### config.mk
export PLATFORM = sky130hd
export DESIGN_NAME = io_irq_ctrl
export DESIGN_NICKNAME = d
export VERILOG_FILES = /design/src/rtl/io_irq_pkg.sv /design/src/rtl/irq_sync_edge.sv /design/src/rtl/io_irq_ctrl.sv
export SDC_FILE = /design/constraint.sdc
export NUM_CORES = 1
export LEC_CHECK = 0
export ABC_CLOCK_PERIOD_IN_PS = 1850
export BUFFER_PORTS_ARGS = -buffer_cell sky130_fd_sc_hd__buf_2
export CORE_MARGIN = 8
export CORE_UTILIZATION = 46
export DETAILED_ROUTE_END_ITERATION = 8
export PLACE_DENSITY = 0.68
export SYNTH_ARGS = -nofsm -noshare
export SYNTH_HDL_FRONTEND = slang
export SYNTH_SLANG_ARGS = --single-unit
### constraint.sdc
create_clock -name clk -period 1.85 [get_ports clk]
set_input_delay 0.0925 -clock clk [delete_from_list [all_inputs] [get_ports clk]]
set_output_delay 0.0925 -clock clk [all_outputs]
set_load 0.02 [all_outputs]
### src/rtl/io_irq_pkg.sv
// io_irq_pkg: shared constants for the I/O-port interrupt controller.
//   OFS_*      register offsets from BASE_PORT
//   irq_state_t interrupt-request FSM encoding
//   ID_NONE    value read from ID when nothing is pending and unmasked
package io_irq_pkg;

  localparam logic [7:0] OFS_MASK = 8'd0;
  localparam logic [7:0] OFS_PEND = 8'd1;
  localparam logic [7:0] OFS_CTRL = 8'd2;
  localparam logic [7:0] OFS_SWI  = 8'd3;
  localparam logic [7:0] OFS_ID   = 8'd4;
  localparam logic [7:0] NUM_REGS = 8'd5;

  localparam logic [7:0] ID_NONE  = 8'h80;

  typedef enum logic [1:0] {
    IDLE   = 2'd0,
    ASSERT = 2'd1,
    HOLD   = 2'd2
  } irq_state_t;

endpackage

### src/rtl/irq_sync_edge.sv
// irq_sync_edge: two-flop synchronizer followed by a history flop, producing
// a one-cycle pulse on each rising edge of an asynchronous input.
//   clk        system clock
//   rst        synchronous active-high reset
//   async_in   asynchronous level input
//   edge_pulse high for one cycle after a synchronized rising edge
module irq_sync_edge (
  input  logic clk,
  input  logic rst,
  input  logic async_in,
  output logic edge_pulse
);

  logic sync1;
  logic sync2;
  logic prev;

  always_ff @(posedge clk) begin
    if (rst) begin
      sync1 <= 1'b0;
      sync2 <= 1'b0;
      prev  <= 1'b0;
    end else begin
      sync1 <= async_in;
      sync2 <= sync1;
      prev  <= sync2;
    end
  end

  // prev clears on reset, so a source held high through reset yields one edge
  assign edge_pulse = sync2 & ~prev;

endmodule

### src/rtl/io_irq_ctrl.sv
// io_irq_ctrl: memory-mapped interrupt controller on the CPU I/O port bus.
// Synchronizes and edge-detects peripheral sources into a pending register,
// masks them, and drives a registered interrupt request with a holdoff gap.
//   clk, rst   system clock, synchronous active-high reset
//   irq_src    asynchronous rising-edge interrupt sources
//   port_id    I/O address; out_port write data; io_strb write strobe
//   rd_data    combinational read data for the in_port mux
//   rd_hit     port_id falls inside BASE_PORT..BASE_PORT+4
//   interrupt  registered request to the CPU
//
// state  | meaning
// IDLE   | no request; interrupt low
// ASSERT | request presented to the CPU; interrupt high
// HOLD   | forced low gap after deassertion; hold_cnt counts down to 0
module io_irq_ctrl
  import io_irq_pkg::*;
#(
  parameter int          NUM_SRC   = 8,
  parameter logic [7:0]  BASE_PORT = 8'hF0,
  parameter int          HOLDOFF   = 4
) (
  input  logic               clk,
  input  logic               rst,
  input  logic [NUM_SRC-1:0] irq_src,
  input  logic [7:0]         port_id,
  input  logic [7:0]         out_port,
  input  logic               io_strb,
  output logic [7:0]         rd_data,
  output logic               rd_hit,
  output logic               interrupt
);

  logic [7:0]         ofs;
  logic               wr_en;
  logic [NUM_SRC-1:0] hw_edge;
  logic [NUM_SRC-1:0] mask_q;
  logic [NUM_SRC-1:0] pend_q;
  logic               en_q;
  logic [NUM_SRC-1:0] pend_set;
  logic [NUM_SRC-1:0] pend_clr;
  logic [NUM_SRC-1:0] active;
  logic               req;
  logic [7:0]         id_val;
  logic [3:0]         hold_cnt;
  irq_state_t         state;

  // Unsigned wrap makes addresses below BASE_PORT land far out of range
  assign ofs    = port_id - BASE_PORT;
  assign rd_hit = (ofs < NUM_REGS);
  assign wr_en  = io_strb & rd_hit;

  for (genvar i = 0; i < NUM_SRC; i++) begin : g_src
    irq_sync_edge u_sync_edge (
      .clk        (clk),
      .rst        (rst),
      .async_in   (irq_src[i]),
      .edge_pulse (hw_edge[i])
    );
  end

  always_comb begin
    pend_set = hw_edge;
    pend_clr = '0;
    if (wr_en && ofs == OFS_SWI)  pend_set = pend_set | out_port[NUM_SRC-1:0];
    if (wr_en && ofs == OFS_PEND) pend_clr = out_port[NUM_SRC-1:0];
  end

  always_ff @(posedge clk) begin
    if (rst) begin
      mask_q <= '0;
      pend_q <= '0;
      en_q   <= 1'b0;
    end else begin
      if (wr_en && ofs == OFS_MASK) mask_q <= out_port[NUM_SRC-1:0];
      if (wr_en && ofs == OFS_CTRL) en_q   <= out_port[0];
      // set applied after clear so a coincident event is never dropped
      pend_q <= (pend_q & ~pend_clr) | pend_set;
    end
  end

  assign active = pend_q & mask_q;
  assign req    = en_q & (|active);

  always_comb begin
    id_val = ID_NONE;
    for (int i = NUM_SRC - 1; i >= 0; i--) begin
      if (active[i]) id_val = {5'b0, 3'(i)};
    end
  end

  always_comb begin
    rd_data = '0;
    if (rd_hit) begin
      case (ofs)
        OFS_MASK: rd_data = 8'(mask_q);
        OFS_PEND: rd_data = 8'(pend_q);
        OFS_CTRL: rd_data = {7'b0, en_q};
        OFS_ID:   rd_data = id_val;
        default:  rd_data = '0;
      endcase
    end
  end

  always_ff @(posedge clk) begin
    if (rst) begin
      state     <= IDLE;
      interrupt <= 1'b0;
      hold_cnt  <= '0;
    end else begin
      case (state)
        IDLE: begin
          if (req) begin
            state     <= ASSERT;
            interrupt <= 1'b1;
          end
        end
        ASSERT: begin
          if (!req) begin
            state     <= HOLD;
            interrupt <= 1'b0;
            hold_cnt  <= 4'(HOLDOFF - 1);
          end
        end
        HOLD: begin
          if (hold_cnt == '0) begin
            if (req) begin
              state     <= ASSERT;
              interrupt <= 1'b1;
            end else begin
              state <= IDLE;
            end
          end else begin
            hold_cnt <= hold_cnt - 4'd1;
          end
        end
        default: begin
          state     <= IDLE;
          interrupt <= 1'b0;
        end
      endcase
    end
  end

endmodule
==> results of run 1 <==
## layout by cell type, fill, tap and decap left out, types with 2 or more instances in the layout
cell            n
a211oi_1        2
a21oi_1        11
a22o_1          9
a22oi_1         3
a31oi_1         4
a32o_1          2
a32oi_1         8
buf_2          36
buf_4           3
clkbuf_8        5
dfxtp_1        48
dlygate4sd3_1   3
ha_1            2
inv_1          22
mux2i_1         9
nand2_1         7
nand3_1         3
nor2_1         15
nor2b_1        27
o21ai_0         8
o21ai_1         3
o22ai_1         2
xor2_1          2
## flip-flops by register name, indices dropped and copies added (netlist names)
name                     count
en_q                         1
state                        2
g_src.u_sync_edge.prev       8
interrupt                    1
mask_q                       8
g_src.u_sync_edge.sync1      8
hold_cnt                     4
g_src.u_sync_edge.sync2      8
pend_q                       8
## what timing repair did
item | 4_1_cts | 5_1_grt
hold buffers | 1 | 2
gates resized for setup | 0 | 1
hold endpoints to repair | 1 | 2
setup endpoints to repair | 0 | 1
## area by class of cell
| type | instances | share of cell area [%] |
|---|---|---|
| clock inverters | 1 | 0.2086 |
| clock buffers | 6 | 3.024 |
| repair buffers | 42 | 9.698 |
| flip-flops and latches | 48 | 40.04 |
| multi-input cells | 140 | 40.88 |
| well taps | 52 | 2.711 |
| inverters | 22 | 3.441 |
## critical path, cell delays in order (launching register included)
cell	delay, ns
dfxtp_1	0.32
inv_1	0.11
ha_1	0.16
or3b_2	0.51
nand2_2	0.12
mux2_2	0.33
a21oi_1	0.11
## logic make-up after synthesis
kind of cell / after synthesis / synth area share [%]
AO/OA/AOI/OAI: 57 / 19.67
XOR/XNOR: 2 / 0.8554
AND/OR/NAND/NOR: 69 / 21.08
adder cells (fa/ha/maj): 2 / 1.222
buffers and inverters: 29 / 5.314
flip-flops: 48 / 46.92
multiplexers: 10 / 4.948
## synthesized netlist by cell type (2+ instances only)
| cell type | n |
|---|---|
| dfxtp_1 | 48 |
| nor2b_1 | 27 |
| inv_1 | 22 |
| nor2_1 | 15 |
| a21oi_1 | 11 |
| a22o_1 | 9 |
| mux2i_1 | 9 |
| a32oi_1 | 8 |
| nand2_1 | 8 |
| o21ai_0 | 8 |
| clkbuf_1 | 6 |
| a31oi_1 | 4 |
| a22oi_1 | 3 |
| nand3_1 | 3 |
| o21ai_1 | 3 |
| a211oi_1 | 2 |
| a32o_1 | 2 |
| ha_1 | 2 |
| o22ai_1 | 2 |
| xor2_1 | 2 |
## per-stage QoR
step	worst slack, ns	cells	hold slack, ns
floorplan	0.2204	217	0.2207
global placement	0.1784	301	0.2989
detailed placement	0.1207	301	0.3060
CTS	0.1014	309	0.0008863
global route	0.03633	311	0.001652
finish	0.1195	311	0.009240
## report_power, final
part	internal, W	total [W]	switching, W
Combinational	0.0000560	0.000120	0.0000640
Sequential	0.00106	0.00108	0.0000159
Clock	0.000257	0.000569	0.000312
Total	0.00138	0.00177	0.000392
## metal layers
| metal | share of wire [%] | global-route usage, % | wire length (µm) | vias up |
|---|---|---|---|---|
| li1 | - | - | - | 848 |
| met1 | 51 | 16.85 | 2083 | 725 |
| met2 | 41 | 17.02 | 1661 | 39 |
| met3 | 7.5 | 4.329 | 308 | 2 |
| met4 | 0.66 | 4.138 | 27 | 0 |
| met5 | 0 | 0 | 0 | - |
## worst max-delay path by stage
| stage | from | endpoint | slack, ns |
|---|---|---|---|
| after floorplan | hold_cnt[0]$_SDFFE_PP0P_ | hold_cnt[1]$_SDFFE_PP0P_ | 0.22 |
| after global placement | hold_cnt[0]$_SDFFE_PP0P_ | hold_cnt[1]$_SDFFE_PP0P_ | 0.18 |
| after detailed placement | hold_cnt[0]$_SDFFE_PP0P_ | hold_cnt[1]$_SDFFE_PP0P_ | 0.12 |
| after CTS | hold_cnt[0]$_SDFFE_PP0P_ | hold_cnt[1]$_SDFFE_PP0P_ | 0.10 |
| after global routing | hold_cnt[0]$_SDFFE_PP0P_ | hold_cnt[1]$_SDFFE_PP0P_ | 0.04 |
| final | hold_cnt[0]$_SDFFE_PP0P_ | hold_cnt[1]$_SDFFE_PP0P_ | 0.12 |
==> metrics.txt, run 1 <==
outcome completed; layout cells sized above 1 ~22%; Synth top area share roughly 47%; Buffers on Ports 36; min cycle time layout around 1.7 ns; final setup skew ~0.0063 ns; drt wl/cell 13.12 µm; Nets between 200 and 300; Setup TNS Final 0 ns; Area after DPL between 0.002 and 0.0025 mm²; Via Count 1614; Mapped Cells roughly 220; DRT iter0 DRCs 96; hold_sp irq_src[7]; R2R Path End hold_cnt[1]$_SDFFE_PP0P_; Max-Cap Viols 0; Worst VDD drop ~0.00064 V; CTS tree built; Pwr Total about 0.0018 W; clk slew on worst S/H paths 0.08 ns; initial antenna violation count 0; Synth async-reset ratio 0%; Register Area 960.9 µm²; Congestion Overflow GR 0; Tcrit/Tclk final between 90 and 100%; CTS max path bufs 2; Total GRT Usage roughly an eighth; post-synth top area cell dfxtp_1; Die W 82.73 µm; area occupied by multi-input gates 980.9 µm²; Slew headroom 65.87%; die area about 0.0068 mm²; Worst-Skew Late Latency 0.29 ns; cells on worst reg2reg path 6; critical path arrival between 1.5 and 2 ns; fill count roughly 410; std cell rows 24; Root Driver clkbuf_8; DPL Wire Length around 2.9 mm; synthesized area between 0.002 and 0.0025 mm²; Fmax around 0.58 GHz; first-pass GRT wire length about 6.5 mm; Initial Utilization ~47%; DRC violations left 0; R2R Setup Slk 0.12 ns; Final Slew Violations 0; Syn Nets 246; critical path endpoint category flip-flop; Leak 0.9609 nW; hold depth 2; GP Congestion 0.8483; clk sink count 48; RSZ-0062 raised after global routing false; boundary pin count 37; area of the core 0.004324 mm²; total wire length between 4 and 5 mm; Routed Antenna Nets 0; min-delay worst type input port to flip-flop; endpoints failing setup 0; CP Max Fanout 5; Vias/cell 5.190; drt pass-1 iters 4; DIE HEIGHT 82.73 µm; CP Launch Type flip-flop; register area share after synthesis a little under half; yosys warns 0; largest cells by area after synthesis dfxtp_1 (47%), nor2b_1 (8.2%), mux2i_1 (4.4%); Post-CTS Setup Inserts 0; syn_area_per_cell around 9.4 µm²; vias in the first global route 1426; R2R Path Start hold_cnt[0]$_SDFFE_PP0P_; EDFF count, synth 0; WHS Endpoint g_src[7].u_sync_edge.sync1$_SDFF_PP0_; actual slew at the worst max-slew pin between 0.5 and 0.6 ns; pin count of the biggest net entering global routing 38; Distinct cells, synth between 40 and 50; data required time of the worst path roughly 2.1 ns; Main synth FF type dfxtp_1; Num CTS Buffers 5; diodes inserted 0; Seq cells post-synth 48; critical path type flip-flop to flip-flop; PD cells ~740 mW/mm²; Util after Layout a little under three fifths; Hold Fails Final Rpt 0; P&R area growth vs syn 17.17%; Finished Cell Area approximately 0.0024 mm²; H-tree depth 2
Power figures use the tool's default switching activity.
==> run 2: changes to the inputs <==
--- a/config.mk
+++ b/config.mk
@@ -7,10 +7,13 @@
 export LEC_CHECK = 0
 export ABC_CLOCK_PERIOD_IN_PS = 1850
 export BUFFER_PORTS_ARGS = -buffer_cell sky130_fd_sc_hd__buf_2
+export CELL_PAD_IN_SITES_DETAIL_PLACEMENT = 2
+export CELL_PAD_IN_SITES_GLOBAL_PLACEMENT = 2
 export CORE_MARGIN = 8
-export CORE_UTILIZATION = 46
+export CORE_UTILIZATION = 33
 export DETAILED_ROUTE_END_ITERATION = 8
-export PLACE_DENSITY = 0.68
+export PLACE_DENSITY_LB_ADDON = 0.1
+export RECOVER_POWER = 100
 export SYNTH_ARGS = -nofsm -noshare
 export SYNTH_HDL_FRONTEND = slang
 export SYNTH_SLANG_ARGS = --single-unit
==> metrics.txt, run 2 (same netlist as run 1, synthesis figures left out) <==
outcome completed; layout cells sized above 1 ~20%; CTS max path bufs 2; drt pass-1 iters 4; critical path arrival 1.93 ns; Total GRT Usage between 10% and 20%; Routed Antenna Nets 0; DRT iter0 DRCs 73; sequential power share between 40% and 50%; Net Sw Frac between 10% and 20%; crit-path cells inv_1 -> ha_1 -> or3b_2 -> nand2_2 -> mux2_2 -> a21oi_1; total wire length around 5 mm; Via Count 1694; GP Congestion 0.7199; Util after Layout roughly two fifths; Die W 94.78 µm; Critical Path Stages 6; Internal 0.001795 W; Combinational Power Share ~5.7%; Max-Cap Viols 0; PD cells about 900 mW/mm²; DRC violations left 0; critical path type flip-flop to flip-flop; CTS tree built; Setup TNS Final 0 ns; final setup skew about 0.0033 ns; Worst-Skew Late Latency 0.29 ns; std cell rows 28; clk slew on worst S/H paths ~0.09 ns; Clk pwr share about 46%; Hold Fails Final Rpt 0; R2R Path Start hold_cnt[0]$_SDFFE_PP0P_; most frequent cells in the layout dfxtp_1 (48), nor2b_1 (27), buf_2 (25); Final Slew Violations 0; critical path buffer and inverter count 1; CP delay by family, top simple AND/OR/NAND/NOR gates; pre-CTS setup slack around 0.11 ns; data required time of the worst path 2.06 ns; setup ws final 0.1305 ns; clk sink count 48; die area between 0.008 and 0.009 mm²; DPL Wire Length slightly below 4 mm; endpoints failing setup 0; commonest non-fill, non-tap cell in the layout dfxtp_1; Congestion Overflow GR 0; Buffers on Ports 36; RSZ-0062 raised after global routing false; Slew headroom approximately a fifth; Nets 289; Tcrit/Tclk final between 90 and 100%; R2R Path End hold_cnt[1]$_SDFFE_PP0P_; Initial Utilization roughly a third; Root Driver clkbuf_8; slowest CP cell or3b_2; critical path endpoint category flip-flop; actual slew at the worst max-slew pin ~1.2 ns; area of the core roughly 0.0060 mm²; Vias/cell 5.042; first-pass GRT wire length 8.431 mm; boundary pin count 37; Crit path largest cell delay slightly above 0.5 ns; Worst setup startpoint hold_cnt[0]$_SDFFE_PP0P_; vias in the first global route 1827; Num CTS Buffers 5; DIE HEIGHT 94.78 µm; Leak slightly below 1 nW; Fmax a little under 0.6 GHz; P&R area growth vs syn 22.05%; R2R Setup Slk about 0.13 ns; drt wl/cell approximately 15 µm; Worst VDD drop ~0.00044 V; cells on worst reg2reg path 6; CP Max Fanout 5; H-tree depth 2; min-delay worst type input port to flip-flop; Psw around 0.00043 W; CP Launch Type flip-flop; diodes inserted 0; pin count of the biggest net entering global routing 30; initial antenna violation count 0; min cycle time layout roughly 1.7 ns; Critical path destination hold_cnt[1]$_SDFFE_PP0P_
[run 2: changes by cell type in the layout (fill, tap and decap cells not counted), sizes merged]
| cell | before | now |
|---|---|---|
| clkinv | 1 | 0 |
| buf | 39 | 28 |
| clkbuf | 6 | 17 |
| bufinv | 0 | 3 |
[run 2: worst reg2reg max path, stage by stage, from the launching register on]
cell and delay [ns]:
dfxtp_1 0.32, inv_1 0.11, ha_1 0.15, or3b_2 0.51
nand2_2 0.12, mux2_2 0.33, a21oi_1 0.11
[run 2: layer usage]
| metal | GRT usage (%) | up-vias | part of all wire [%] |
|---|---|---|---|
| li1 | - | 844 | - |
| met2 | 20.10 | 30 | 47 |
| met5 | 0 | - | 0 |
| met1 | 14.07 | 816 | 47 |
| met3 | 2.937 | 4 | 4.3 |
| met4 | 3.901 | 0 | 0.91 |
[run 2: metrics by stage]
step | hold slack (ns) | total power [W] | std cells | area, µm²
6_report | 0.01005 | 0.002221 | 336 | 2500
4_1_cts | 0.0008470 | 0.002255 | 336 | 2515
2_1_floorplan | 0.2207 | 0.001163 | 217 | 2048
3_5_place_dp | 0.3095 | 0.001229 | 325 | 2326
5_1_grt | 0.006049 | 0.002312 | 336 | 2500
3_3_place_gp | 0.3033 | 0.001224 | 325 | 2326
[run 2: power by group through the flow]
stage                     Combinational [W]  Sequential, W  Clock, W
final                              0.000126        0.00108   0.00102
after global routing               0.000141        0.00109   0.00109
after detailed placement           0.000125        0.00110         0
after global placement             0.000121        0.00110         0
after CTS                          0.000130        0.00108   0.00104
after floorplan                   0.0000650        0.00110         0
[run 2: what timing repair did]
item                                   CTS  global route
gates resized for setup                  0             2
hold buffers                             3             0
endpoints found under the hold margin    3             0
setup endpoints to repair                0             2
buffers inserted                         0             0
[run 2: layout make-up]
type	count	area (µm²)
repair buffers	43	226.5
flip-flops and latches	48	960.9
clock inverters	3	90.09
multi-input cells	140	977.2
well taps	75	93.84
clock buffers	5	68.82
inverters	22	82.58
fillers	689	3456
[run 2: worst min path at each step]
stage	startpoint	end	slack, ns	depth (start not counted)
after floorplan	irq_src[0]	g_src[0].u_sync_edge.sync1$_SDFF_PP0_	0.22	1
after global placement	irq_src[3]	g_src[3].u_sync_edge.sync1$_SDFF_PP0_	0.30	2
after detailed placement	irq_src[4]	g_src[4].u_sync_edge.sync1$_SDFF_PP0_	0.31	2
after CTS	irq_src[7]	g_src[7].u_sync_edge.sync1$_SDFF_PP0_	0.0008	2
after global routing	irq_src[1]	g_src[1].u_sync_edge.sync1$_SDFF_PP0_	0.006	2
final	irq_src[7]	g_src[7].u_sync_edge.sync1$_SDFF_PP0_	0.01	2
